`src/rtl/uart_rx_cfg.sv`:
```
// Parametrised UART receiver: mid-bit sampling, optional parity, 1/2 stop bits, valid/ready output.
// Build option: define UART_RX_MAJORITY_EN for 2-of-3 majority sampling around the bit midpoint.
//   state    | meaning
//   S_IDLE   | line idle, waiting for rx_s low
//   S_START  | confirming start bit at its midpoint
//   S_DATA   | shifting in DATA_BITS data bits, LSB first
//   S_PARITY | sampling the parity bit
//   S_STOP   | sampling one or two stop bits, then delivering
module uart_rx_cfg #(
  parameter int CLK_PER_BIT = 16,
  parameter int DATA_BITS   = 8,
  parameter int SYNC_STAGES = 2
) (
  input  logic                 clk,
  input  logic                 rst,
  input  logic                 rx_i,
  input  logic [1:0]           parity_mode_i,
  input  logic                 stop_bits_i,
  output logic [DATA_BITS-1:0] data_o,
  output logic                 valid_o,
  input  logic                 ready_i,
  output logic                 parity_err_o,
  output logic                 frame_err_o,
  output logic                 overrun_o,
  output logic                 busy_o
);

  localparam int CW = $clog2(CLK_PER_BIT);
  localparam int IW = $clog2(DATA_BITS + 1);
  localparam logic [CW-1:0] CNT_MAX = CW'(CLK_PER_BIT - 1);
`ifdef UART_RX_MAJORITY_EN
  localparam logic [CW-1:0] SAMPLE_CNT = CW'(CLK_PER_BIT / 2);
`else
  localparam logic [CW-1:0] SAMPLE_CNT = CW'(CLK_PER_BIT / 2 - 1);
`endif
  localparam logic [IW-1:0] LAST_BIT = IW'(DATA_BITS - 1);

  typedef enum logic [2:0] {S_IDLE, S_START, S_DATA, S_PARITY, S_STOP} state_t;

  state_t                 state_q, state_nxt;
  logic [SYNC_STAGES-1:0] sync_q;
  logic                   rx_s;
  logic                   sample_bit;
  logic                   sample_tick;
  logic [CW-1:0]          cnt_q;
  logic [IW-1:0]          bit_idx_q;
  logic                   stop_idx_q;
  logic [1:0]             par_mode_q;
  logic                   stop_two_q;
  logic                   par_en;
  logic                   par_odd;
  logic [DATA_BITS-1:0]   shift_q;
  logic                   par_acc_q;
  logic                   par_err_q;
  logic                   frame_err_q;
  logic [DATA_BITS-1:0]   data_q;
  logic                   valid_q;
  logic                   perr_q;
  logic                   ferr_q;
  logic                   overrun_q;

  logic latch_mode, bit_clr, shift_en, par_chk, stop_chk, deliver;

  always_ff @(posedge clk) begin
    if (rst) sync_q <= '1;
    else     sync_q <= {sync_q[SYNC_STAGES-2:0], rx_i};
  end
  assign rx_s = sync_q[SYNC_STAGES-1];

`ifdef UART_RX_MAJORITY_EN
  // hist_q holds rx_s from the two cycles before the decision cycle
  logic [1:0] hist_q;
  always_ff @(posedge clk) begin
    if (rst) hist_q <= 2'b11;
    else     hist_q <= {hist_q[0], rx_s};
  end
  assign sample_bit = (hist_q[1] & hist_q[0]) | (hist_q[1] & rx_s) | (hist_q[0] & rx_s);
`else
  assign sample_bit = rx_s;
`endif

  assign sample_tick = (cnt_q == SAMPLE_CNT);
  assign par_en      = (par_mode_q == 2'b01) || (par_mode_q == 2'b10);
  assign par_odd     = (par_mode_q == 2'b10);

  always_ff @(posedge clk) begin
    if (rst) state_q <= S_IDLE;
    else     state_q <= state_nxt;
  end

  always_comb begin
    state_nxt  = state_q;
    latch_mode = 1'b0;
    bit_clr    = 1'b0;
    shift_en   = 1'b0;
    par_chk    = 1'b0;
    stop_chk   = 1'b0;
    deliver    = 1'b0;
    case (state_q)
      S_IDLE: begin
        if (!rx_s) begin
          latch_mode = 1'b1;
          state_nxt  = S_START;
        end
      end
      S_START: begin
        if (sample_tick) begin
          if (sample_bit) begin
            state_nxt = S_IDLE;
          end else begin
            bit_clr   = 1'b1;
            state_nxt = S_DATA;
          end
        end
      end
      S_DATA: begin
        if (sample_tick) begin
          shift_en = 1'b1;
          if (bit_idx_q == LAST_BIT) state_nxt = par_en ? S_PARITY : S_STOP;
        end
      end
      S_PARITY: begin
        if (sample_tick) begin
          par_chk   = 1'b1;
          state_nxt = S_STOP;
        end
      end
      S_STOP: begin
        if (sample_tick) begin
          stop_chk = 1'b1;
          if (!(stop_two_q && !stop_idx_q)) begin
            deliver   = 1'b1;
            state_nxt = S_IDLE;
          end
        end
      end
      default: state_nxt = S_IDLE;
    endcase
  end

  always_ff @(posedge clk) begin
    if (rst) begin
      cnt_q       <= '0;
      bit_idx_q   <= '0;
      stop_idx_q  <= 1'b0;
      par_mode_q  <= 2'b00;
      stop_two_q  <= 1'b0;
      shift_q     <= '0;
      par_acc_q   <= 1'b0;
      par_err_q   <= 1'b0;
      frame_err_q <= 1'b0;
      data_q      <= '0;
      valid_q     <= 1'b0;
      perr_q      <= 1'b0;
      ferr_q      <= 1'b0;
      overrun_q   <= 1'b0;
    end else begin
      if (state_q == S_IDLE)    cnt_q <= '0;
      else if (cnt_q == CNT_MAX) cnt_q <= '0;
      else                       cnt_q <= cnt_q + CW'(1);

      if (latch_mode) begin
        par_mode_q  <= parity_mode_i;
        stop_two_q  <= stop_bits_i;
        par_acc_q   <= 1'b0;
        par_err_q   <= 1'b0;
        frame_err_q <= 1'b0;
      end
      if (bit_clr) begin
        bit_idx_q  <= '0;
        stop_idx_q <= 1'b0;
      end
      if (shift_en) begin
        shift_q   <= {sample_bit, shift_q[DATA_BITS-1:1]};
        par_acc_q <= par_acc_q ^ sample_bit;
        bit_idx_q <= bit_idx_q + IW'(1);
      end
      // odd mode flags an error when the running XOR comes out even
      if (par_chk) par_err_q <= par_acc_q ^ sample_bit ^ par_odd;
      if (stop_chk) begin
        stop_idx_q <= 1'b1;
        if (!sample_bit) frame_err_q <= 1'b1;
      end

      overrun_q <= 1'b0;
      if (deliver) begin
        if (!valid_q || ready_i) begin
          data_q  <= shift_q;
          perr_q  <= par_err_q;
          ferr_q  <= frame_err_q | ~sample_bit;
          valid_q <= 1'b1;
        end else begin
          overrun_q <= 1'b1;
        end
      end else if (valid_q && ready_i) begin
        valid_q <= 1'b0;
      end
    end
  end

  assign data_o       = data_q;
  assign valid_o      = valid_q;
  assign parity_err_o = perr_q;
  assign frame_err_o  = ferr_q;
  assign overrun_o    = overrun_q;
  assign busy_o       = (state_q != S_IDLE);

endmodule

```
`config.mk`:
```
export PLATFORM = sky130hd
export DESIGN_NAME = uart_rx_cfg
export DESIGN_NICKNAME = d
export VERILOG_FILES = /design/src/rtl/uart_rx_cfg.sv
export SDC_FILE = /design/constraint.sdc
export NUM_CORES = 1
export LEC_CHECK = 0
export CAP_MARGIN = 20
export CORE_MARGIN = 4
export CORE_UTILIZATION = 50
export CTS_CLUSTER_DIAMETER = 30
export DETAILED_ROUTE_END_ITERATION = 12
export PLACE_DENSITY = 0.72
export REMOVE_ABC_BUFFERS = 1
export SETUP_SLACK_MARGIN = 0.4
export SYNTH_ARGS = -nofsm -noshare
export SYNTH_HDL_FRONTEND = slang
export SYNTH_SLANG_ARGS = --single-unit
```
`constraint.sdc`:
```
create_clock -name clk -period 4.7 [get_ports clk]
set_input_delay 0.94 -clock clk [delete_from_list [all_inputs] [get_ports clk]]
set_output_delay 0.94 -clock clk [all_outputs]
set_load 0.02 [all_outputs]
```
== After elaboration in Yosys (flattened, before gate mapping) ==
Cells that the tools add are included.
Widths: inputs -> output; s select.
Cells by class
  add/sub/neg operators: 2
  equal/unequal tests: 17
  mux-type cells: 35
  bitwise logic cells: 5
  reductions and logical operators: 18
Operators by type and width (number)
  $mux 3: 8
  $mux 1: 23
  $pmux 3 s5: 1
  $ne 2x2->1 const B: 7
  $reduce_bool 2->1: 5
  $add 4x1->4 const B: 2
  $eq 4x3->1 const B: 2
  $mux 4: 2
  $reduce_and 7->1: 1
  $eq 3x2->1 const B: 2
  $eq 4x4->1 const B: 1
  $reduce_and 2->1: 2
  $eq 3x1->1 const B: 1
  $eq 3x3->1 const B: 1
  $logic_not 3->1: 1
  $reduce_bool 3->1: 1
  $reduce_or 3->1: 1
  $eq 2x1->1 const B: 1
  $eq 2x2->1 const B: 1
  $logic_and 1x1->1: 2
  $logic_not 1->1: 2
  $logic_or 1x1->1: 2
  $mux 2: 1
  $ne 2x1->1 const B: 1
  4 further kinds: 6
Storage, ports and cells
  register bits after elaboration: 40
  input bits: 7

== Logic depth before layout (Yosys ltp) ==
Gate-level depths: netlist (run 1).
  word-level depth: 7
  mapped depth: 6
  mapped depth without buffers: 6

== Least setup slack after synthesis (run 1) ==
OpenSTA, ideal clock, no wires.
  path type: reg2out
  start point: reg state_q[0]
  end point: out busy_o
  data arrival time: 0.920 ns
  required time: 3.760 ns
  slack: 2.840 ns
  cell stages (with the launch flop): 3
  buffers on the path: 1
  cell sequence: dfxtp_1 -> buf_2 -> or3_1
On the way
  longest elaborated chain between the ends: 1
Ends and longest elaborated chain
  start: declaration: line 40  | state_t state_q, state_nxt;
  start signal: assignment: line 88  | else state_q <= state_nxt;
  $reduce_bool 3->1: line 206  | assign busy_o = (state_q != S_IDLE);
  end: declaration: line 25  | output logic busy_o
No other way between the ends.

== Worst setup path after layout (run 1) ==
  start point: reg state_q[1]
  end point: out busy_o
Same word-level chain as after synthesis.

==> run summary, run 1 <==
Slew HR: 42.8%
DR iter-0 viols: 74
Worst Path Max Fanout: 14
grt ovf: 0
FILL cells: 311
hold_sp: sync_q[0]$_SDFF_PP1_
chip width: 66.7 µm
Unique masters post-synth: 48
Mapped Area: 1730 µm²
status: completed
H-tree Lvls: 2
placed inst area: 1920 µm²
routed wire length: 3180 µm
Max Freq: 360 MHz
Bufs on Longest Clock Path: 2
Die Span Y: 66.7 µm
register area: 801 µm²
via-per-instance ratio: 5.34
Hold Crit Depth: 1
CP arrival: 1.84 ns
vias post-DR: 1,329
initial core utilization: 51.7%
share of cells above drive strength 1: 9.36%
number of synthesized register bits: 40
Final min period: 2.78 ns
Async SR Flop Fraction: 0%
cell area after layout: 2000 µm²
final core utilization: 59.9%
Fin. Hold Viols: 0
DIE AREA: 4450 µm²
port bufs: 19
pwr/cell area: 301 nW/µm²
crit end category: output port
Total GRT Usage: 16.2%
CP bufs+invs: 1
Setup Viol. Count Final: 0
Final HPWL DP: 2160 µm
Critical-path top delay cell: clkdlybuf4s50_1
prevailing post-synth register cell: dfxtp_1
Cells after Synth: 186
core box area: 3340 µm²
area of the multi-input gates: 852 µm²
Post-CTS Setup Bufs: 0
DR pass1 iterations: 4
critical path's largest stage delay: 0.56 ns
post-synthesis sequential area ratio: 46.4%
R2R depth: 5
initial antenna violation count: 0
io pins: 20
Reg clk slew, reported paths: 0.11 ns
largest net degree at the start of global routing: 39
Post-synth EDFFs: 0
CTS Buf Count: 5
Ant. Diodes: 0
synth-to-layout area growth: 15.9%
Mapped Avg Cell Area: 9.28 µm²
Critical Path Start: state_q[1]$_SDFFE_PP0P_
GP Congestion: 0.851
CTS tree: yes
Worst Tran Pin Value: 0.855 ns
Max Cap Viol: 0
post-route ant nets: 0
yosys warns: 0
clk_lat worst skew: 0.34 ns
startpoint types: flop
WL/cell: 12.8 µm
Top delay family on crit path: buffers and inverters
Max IR drop VDD: 0.166 mV
worst r2r src: cnt_q[0]$_SDFF_PP0_
clock skew: 0.0107 ns
Worst EP required: 3.76 ns
DRC viols: 0
Slew Limit Fails: 0
CTS-repair resized insts: 0
# hold bufs at CTS: 0
vias in the first global route: 1,279
Hold WC Path Type: flop to flop
Row Count: 21
period utilization: 59.1%
# nets final: 212
LEAKAGE: 0.715 nW
CP Class: flop to output port
critical path depth in cells: 2
RSZ-0062 raised after global routing: false
critical path, cell by cell: or3_1, clkdlybuf4s50_1
first-pass GRT wire length: 5460 µm
CTS Root Cell: clkbuf_4
Fin Setup TNS: 0 ns
Clock Sinks: 40
[power by group]
| part | total, mW | switching, mW | leakage, nW | internal, mW |
|---|---|---|---|---|
| logic | 0.0308 | 0.0157 | 0.351 | 0.0151 |
| clock network | 0.224 | 0.113 | 0.0412 | 0.111 |
| registers | 0.348 | 0.00552 | 0.323 | 0.342 |
[layer usage]
metal / part of all wire (%) / up-vias / track usage, %
met1: 49 / 621 / 19.5
met2: 46 / 23 / 26.9
met4: 1.9 / 0 / 7.36
li1: - / 677 / -
met5: 0 / - / 0
met3: 3.0 / 8 / 4.05
[stage by stage]
step	total power [mW]	hold slack, ns	std cells	setup slack [ns]
after floorplan	0.370	0.389	175	2.65
final	0.603	0.421	249	1.92
after global placement	0.385	0.393	241	2.04
after global routing	0.629	0.454	249	1.81
after CTS	0.610	0.425	249	1.90
after detailed placement	0.386	0.398	241	2.00
[flip-flops by register name, indices dropped and copies added (netlist names), 2 cells and up]
name / cells
data_o: 8
shift_q: 8
bit_idx_q: 4
cnt_q: 4
state_q: 3
par_mode_q: 2
sync_q: 2
[worst register-to-register path, stage by stage, from the launching register on]
cell and delay [ns]:
dfxtp_1 0.38, ha_1 0.28, nand4b_2 0.21, nor4b_4 0.76, mux2i_1 0.27, nor2_1 0.05
[kinds of logic (layout without fill, tap and decap cells)]
family | count (synthesis) | after routing | synth area share (%)
xor+xnor | 4 | 4 | 2.03
fa+ha+maj | 3 | 3 | 2.18
simple gates | 77 | 77 | 24.6
compound gates | 35 | 35 | 12.9
buf+inv | 14 | 31 | 4.20
mux | 13 | 13 | 7.69
flops | 40 | 40 | 46.4
[worst paths after layout]
path                            end  slack [ns]
max                          busy_o        1.92
min            sync_q[1]$_SDFF_PP1_        0.42
max reg2reg  data_o[3]$_SDFFE_PP0P_        2.64
min reg2reg    sync_q[1]$_SDFF_PP1_        0.42
[cell type report]
cell class / instances / area share, %
clock buffer: 5 / 1.88
sequential: 40 / 40.1
inverter: 3 / 0.563
multi-input combinational: 132 / 42.6
timing repair buffer: 20 / 9.89
clock inverter: 3 / 2.13
tap: 46 / 2.88
[synth_stat cells, drive strengths merged, types with 2 or more instances]
master	instances	share of area, %
mux2i	11	6.4
a21oi	19	5.7
or3	2	0.73
nor3b	2	0.87
nand3	5	1.5
nand2b	2	0.73
ha	3	2.2
mux2	2	1.3
clkbuf	5	1.2
nor2b	2	0.73
nand3b	3	1.3
and2	2	0.73
nor4	2	1.6
inv	3	0.65
a211oi	3	1.3
xnor2	3	1.5
dfxtp	40	46
or2	3	1.2
buf	6	2.4
nor3	5	1.5
o21ai	2	0.58
nand2	18	4.1
o21a	2	0.87
nor2	25	5.4
[placed cells by master (no fill, tap or decap), types with 2 or more instances in the layout]
master / count
nand2_1: 17
nor3b_1: 2
nor2_1: 25
or2_2: 2
or3_1: 2
and2_1: 2
clkdlybuf4s50_1: 19
nor2b_1: 2
a211oi_1: 3
nand3_1: 5
nand2b_1: 2
dfxtp_1: 40
clkbuf_4: 5
nor3_1: 5
inv_1: 3
o21ai_0: 2
o21a_1: 2
xnor2_1: 3
mux2i_1: 11
ha_1: 3
a21oi_1: 18
nand3b_1: 3
(Power assumes the default switching activity.)
==> run 2: changes to the inputs <==
--- a/config.mk
+++ b/config.mk
@@ -7,10 +7,10 @@
 export LEC_CHECK = 0
 export CAP_MARGIN = 20
 export CORE_MARGIN = 4
-export CORE_UTILIZATION = 50
+export CORE_UTILIZATION = 49
 export CTS_CLUSTER_DIAMETER = 30
 export DETAILED_ROUTE_END_ITERATION = 12
-export PLACE_DENSITY = 0.72
+export PLACE_DENSITY = 0.74
 export REMOVE_ABC_BUFFERS = 1
 export SETUP_SLACK_MARGIN = 0.4
 export SYNTH_ARGS = -nofsm -noshare
==> constraint.sdc (replaced) <==
create_clock -name clk -period 2.5 [get_ports clk]
set_input_delay 0.5 -clock clk [delete_from_list [all_inputs] [get_ports clk]]
set_output_delay 0.5 -clock clk [all_outputs]
set_load 0.02 [all_outputs]
==> run summary, run 2 (same netlist as run 1, synthesis figures left out) <==
pwr/cell area: 576 nW/µm² (was 301 nW/µm²)
clk_lat worst skew: 0.35 ns (was 0.34 ns)
period utilization: 80.0%
# nets final: 213 (was 212)
CP bufs+invs: 1 (unchanged)
Worst EP required: 2.00 ns (was 3.76 ns)
share of cells above drive strength 1: 11.8% (was 9.36%)
H-tree Lvls: 2 (unchanged)
Worst Path Max Fanout: 14 (unchanged)
vias post-DR: 1,323 (was 1,329)
Fin. Hold Viols: 0 (unchanged)
Critical-path top delay cell: or3_4 (was clkdlybuf4s50_1)
post-route ant nets: 0 (unchanged)
critical path, cell by cell: or3_4, dlygate4sd2_1 (was or3_1, clkdlybuf4s50_1)
via-per-instance ratio: 5.29 (was 5.34)
Worst Tran Pin Value: 0.649 ns (was 0.855 ns)
CP arrival: 1.50 ns (was 1.84 ns)
# hold bufs at CTS: 0 (unchanged)
Max Cap Viol: 0 (unchanged)
largest net degree at the start of global routing: 22 (was 39)
synth-to-layout area growth: 17.3% (was 15.9%)
initial antenna violation count: 0 (unchanged)
GP Congestion: 0.819 (was 0.851)
commonest cells after routing, fill and taps aside: 37 x dfxtp_1, 25 x nor2_1, 18 x a21oi_1, 18 x clkdlybuf4s50_1, 17 x nand2_1 (was 40 x dfxtp_1, 25 x nor2_1, 19 x clkdlybuf4s50_1, 18 x a21oi_1, 17 x nand2_1)
Max Freq: 500 MHz
grt ovf: 0 (unchanged)
status: completed (unchanged)
commonest non-fill, non-tap cell in the layout: dfxtp_1 (unchanged)
DRC viols: 0 (unchanged)
startpoint types: flop (unchanged)
Clock Sinks: 40 (unchanged)
Fin Setup TNS: 0 ns (unchanged)
DIE AREA: 4530 µm² (was 4450 µm²)
initial core utilization: 51.3% (was 51.7%)
Slew Limit Fails: 0 (unchanged)
core box area: 3360 µm² (was 3340 µm²)
area of the multi-input gates: 857 µm² (was 852 µm²)
io pins: 20 (unchanged)
clock skew: 0.0156 ns (was 0.0107 ns)
vias in the first global route: 1,254 (was 1,279)
CP Class: flop to output port (unchanged)
Final min period: 2.00 ns
CTS Buf Count: 5 (unchanged)
critical path's largest stage delay: 0.42 ns (was 0.56 ns)
Reg clk slew, reported paths: 0.10 ns (was 0.11 ns)
RSZ-0062 raised after global routing: false (unchanged)
port bufs: 19 (unchanged)
register area: 805 µm² (was 801 µm²)
Ant. Diodes: 0 (unchanged)
Final HPWL DP: 2270 µm (was 2160 µm)
Die Span Y: 67.3 µm (was 66.7 µm)
DR iter-0 viols: 64 (was 74)
Row Count: 21 (unchanged)
DR pass1 iterations: 4 (unchanged)
Pwr Total: 1.17 mW (was 0.603 mW)
Slew HR: 56.6% (was 42.8%)
LEAKAGE: 0.732 nW (was 0.715 nW)
Setup Viol. Count Final: 0 (unchanged)
FILL cells: 315 (was 311)
first-pass GRT wire length: 5580 µm (was 5460 µm)
Top delay family on crit path: simple AND/OR/NAND/NOR gates (was buffers and inverters)
crit end category: output port (unchanged)
Bufs on Longest Clock Path: 2 (unchanged)
CTS tree: yes (unchanged)
WL/cell: 12.7 µm (was 12.8 µm)
chip width: 67.3 µm (was 66.7 µm)
Total GRT Usage: 16.4% (was 16.2%)
routed wire length: 3170 µm (was 3180 µm)
Max IR drop VDD: 0.458 mV (was 0.166 mV)
CTS Root Cell: clkbuf_4 (unchanged)
Hold WC Path Type: flop to flop (unchanged)
## run 2: cell types whose count changed in the layout (fill, tap and decap cells not counted), sizes merged
cell	delta
clkdlybuf4s50	-1
clkbuf	+1
dlygate4sd2	+1
buf	+1
clkinvlp	-1
## run 2: cell type report
cell class              count  area share [%]
multi-input cells         132            42.3
well taps                  46            2.84
inverters                   3           0.556
clock buffers               6            2.53
clock inverters             2            1.92
flip-flops and latches     40            39.7
repair buffers             21            10.1
## run 2: routing by layer
| metal | global-route usage (%) | routed length, µm | vias up | part of all wire, % |
|---|---|---|---|---|
| met4 | 7.59 | 65 | 0 | 2.1 |
| met2 | 26.7 | 1510 | 23 | 48 |
| li1 | - | - | 679 | - |
| met3 | 5.49 | 132 | 7 | 4.2 |
| met1 | 19.4 | 1460 | 614 | 46 |
| met5 | 0 | 0 | - | 0 |
## run 2: power breakdown
part	internal (mW)	switching, mW
combinational	0.0285	0.0304
sequential	0.644	0.0105
clock	0.240	0.213
total	0.912	0.254
## run 2: metrics by stage
step                area (µm²)  hold WS [ns]  instances  worst slack [ns]  util [%]
detailed placement        1930         0.410        242             0.511      57.3
CTS                       2020         0.440        250             0.411      60.0
global route              2020         0.442        250             0.419      60.2
finish                    2020         0.433        250             0.500      60.2
floorplan                 1660         0.389        175             0.715         -
global placement          1930         0.399        242             0.545      57.3
## run 2: final timing paths
| path | start | endpoint | slack, ns | cells past startpoint |
|---|---|---|---|---|
| worst max-delay path | state_q[1]$_SDFFE_PP0P_ | busy_o | 0.50 | 2 |
| worst min-delay path | sync_q[0]$_SDFF_PP1_ | sync_q[1]$_SDFF_PP1_ | 0.43 | 1 |
| worst max register to register | cnt_q[0]$_SDFF_PP0_ | state_q[1]$_SDFFE_PP0P_ | 0.71 | 5 |
| worst min register to register | sync_q[0]$_SDFF_PP1_ | sync_q[1]$_SDFF_PP1_ | 0.43 | 1 |
## run 2: what timing repair did
item	4_1_cts	5_1_grt
buffers inserted	0	0
resized for setup	3	2
gates cloned	0	0
endpoints found under the setup margin	1	1
==> run 3: changes to the inputs <==
--- a/config.mk
+++ b/config.mk
@@ -7,10 +7,10 @@
 export LEC_CHECK = 0
 export CAP_MARGIN = 20
 export CORE_MARGIN = 4
-export CORE_UTILIZATION = 49
+export CORE_UTILIZATION = 50
 export CTS_CLUSTER_DIAMETER = 30
 export DETAILED_ROUTE_END_ITERATION = 12
-export PLACE_DENSITY = 0.74
+export PLACE_DENSITY = 0.72
 export REMOVE_ABC_BUFFERS = 1
 export SETUP_SLACK_MARGIN = 0.4
 export SYNTH_ARGS = -nofsm -noshare
==> constraint.sdc (replaced) <==
create_clock -name clk -period 1.9 [get_ports clk]
set_input_delay 0.38 -clock clk [delete_from_list [all_inputs] [get_ports clk]]
set_output_delay 0.38 -clock clk [all_outputs]
set_load 0.02 [all_outputs]
==> run summary, run 3 (same netlist as run 1, synthesis figures left out) <==
metal2 WL: 2210 µm (was 1510 µm)
LEAKAGE: 0.996 nW (was 0.732 nW)
CP Class: flop to flop (was flop to output port)
Worst Tran Pin Value: 0.534 ns (was 0.649 ns)
Fin. Hold Viols: 0 (unchanged)
grt ovf: 0 (unchanged)
vias post-DR: 1,479 (was 1,323)
post-route ant nets: 0 (unchanged)
io pins: 20 (unchanged)
Top delay family on crit path: simple AND/OR/NAND/NOR gates (unchanged)
initial antenna violation count: 0 (unchanged)
status: completed (unchanged)
Hold WC Path Type: flop to flop (unchanged)
startpoint types: flop (unchanged)
Max Freq: 596 MHz
port bufs: 19 (unchanged)
Max Cap Viol: 0 (unchanged)
Row Count: 21 (unchanged)
period utilization: 88.3%
H-tree Lvls: 2 (unchanged)
DIE AREA: 4450 µm² (was 4530 µm²)
routed wire length: 4210 µm (was 3170 µm)
Slew Limit Fails: 0 (unchanged)
max layer used: met4 (unchanged)
pwr/cell area: 659 nW/µm² (was 576 nW/µm²)
commonest non-fill, non-tap cell in the layout: dfxtp_1 (unchanged)
non-filler cells, final: 277 (was 250)
CP bufs+invs: 3 (was 1)
CTS tree: yes (unchanged)
R2R depth: 7 (was 5)
placed inst area: 1980 µm² (was 1930 µm²)
DR iter-0 viols: 81 (was 64)
register area: 812 µm² (was 805 µm²)
Ant. Diodes: 0 (unchanged)
DRC viols: 0 (unchanged)
FILL cells: 252 (was 315)
Critical-path top delay cell: dfxtp_2 (was or3_4)
DR WL met3: 126 µm (was 132 µm)
Final min period: 1.68 ns
largest net degree at the start of global routing: 21 (was 22)
Clock Sinks: 40 (unchanged)
share of cells above drive strength 1: 32.0% (was 11.8%)
Inst Count DP: 248 (was 242)
CTS Buf Count: 5 (unchanged)
clk_lat worst skew: 0.36 ns (was 0.35 ns)
commonest cells after routing, fill and taps aside: 33 x dfxtp_1, 23 x nor2_1, 20 x buf_4, 15 x nand2_1, 14 x a21oi_1 (was 37 x dfxtp_1, 25 x nor2_1, 18 x a21oi_1, 18 x clkdlybuf4s50_1, 17 x nand2_1)
synth-to-layout area growth: 40.1% (was 17.3%)
Slew HR: 64.4% (was 56.6%)
Final HPWL DP: 2480 µm (was 2270 µm)
Worst EP required: 2.16 ns (was 2.00 ns)
# nets final: 240 (was 213)
Die Span Y: 66.7 µm (was 67.3 µm)
initial core utilization: 51.7% (was 51.3%)
CP arrival: 1.94 ns (was 1.50 ns)
core box area: 3340 µm² (was 3360 µm²)
first-pass GRT wire length: 6960 µm (was 5580 µm)
WL/cell: 15.2 µm (was 12.7 µm)
Setup Viol. Count Final: 0 (unchanged)
vias in the first global route: 1,537 (was 1,254)
Total GRT Usage: 20.8% (was 16.4%)
# hold bufs at CTS: 0 (unchanged)
Bufs on Longest Clock Path: 2 (unchanged)
GP Congestion: 0.842 (was 0.819)
Worst Path Max Fanout: 6 (was 14)
via-per-instance ratio: 5.34 (was 5.29)
Fin Setup TNS: 0 ns (unchanged)
critical path's largest stage delay: 0.35 ns (was 0.42 ns)
clock skew: 0.0173 ns (was 0.0156 ns)
Max IR drop VDD: 0.470 mV (was 0.458 mV)
crit end category: flop (was output port)
wire length on met1: 1810 µm (was 1460 µm)
final core utilization: 72.4% (was 60.2%)
CTS Root Cell: clkbuf_4 (unchanged)
Pwr Total: 1.59 mW (was 1.17 mW)
chip width: 66.7 µm (was 67.3 µm)
DR pass1 iterations: 4 (unchanged)
RSZ-0062 raised after global routing: true (was false)
Reg clk slew, reported paths: 0.12 ns (was 0.10 ns)
critical path depth in cells: 7 (was 2)
cell area after layout: 2420 µm² (was 2020 µm²)
critical path, cell by cell: buf_6, or2_4, nor4b_4, buf_4, buf_12, mux2i_2, nor2_1 (was or3_4, dlygate4sd2_1)
area of the multi-input gates: 988 µm² (was 857 µm²)
Hold Crit Depth: 1 (unchanged)
-- run 3: cell types whose count changed in the layout (fill, tap and decap cells not counted), moves of 3 or more --
cell	change
clkdlybuf4s50_1	-12
clkdlybuf4s15_1	+3
buf_4	+18
a21oi_1	-4
dlygate4sd2_1	+8
a21oi_2	+3
buf_6	+7
dfxtp_2	+3
dfxtp_1	-4
-- run 3: what timing repair did --
action	in CTS	in global routing
buffers inserted	12	8
pin swaps	16	16
endpoints found under the hold margin	0	0
resized for setup	47	22
setup endpoints to repair	36	34
gates cloned	1	0
-- run 3: stage by stage --
step / setup WS [ns] / hold WS [ns]
floorplan: 0.115 / 0.389
global placement: 0.150 / 0.392
detailed placement: 0.0818 / 0.399
CTS: 0.199 / 0.436
global route: 0.153 / 0.459
finish: 0.222 / 0.430
-- run 3: area by class of cell --
class                      count  share of cell area [%]
clock inverter                 2                    1.60
multi-input combinational    132                    40.9
clock buffer                   6                    2.12
tap                           46                    2.38
inverter                       3                   0.466
sequential                    40                    33.6
timing repair buffer          48                    18.9
-- run 3: power breakdown --
part	internal, mW	total [mW]	leakage, nW	switching [mW]
clock	0.315	0.608	0.0484	0.293
sequential	0.846	0.856	0.327	0.00920
combinational	0.0667	0.129	0.621	0.0627
-- run 3: routing by layer --
metal  global-route usage, %  vias up
li1                        -      735
met1                    22.5      708
met2                    37.5       29
met3                    6.41        7
met4                    8.12        0
met5                       0        -
-- run 3: worst paths after layout --
path         slack, ns               startpoint                     end
max               0.22  state_q[0]$_SDFFE_PP0P_  data_o[7]$_SDFFE_PP0P_
min               0.43     sync_q[0]$_SDFF_PP1_    sync_q[1]$_SDFF_PP1_
min reg2reg       0.43     sync_q[0]$_SDFF_PP1_    sync_q[1]$_SDFF_PP1_
max reg2reg       0.22  state_q[0]$_SDFFE_PP0P_  data_o[7]$_SDFFE_PP0P_
-- run 3: worst register-to-register path: stages, from the launching register on --
cell	delay, ns
dfxtp_2	0.35
buf_6	0.12
or2_4	0.26
nor4b_4	0.30
buf_4	0.17
buf_12	0.12
mux2i_2	0.22
nor2_1	0.06
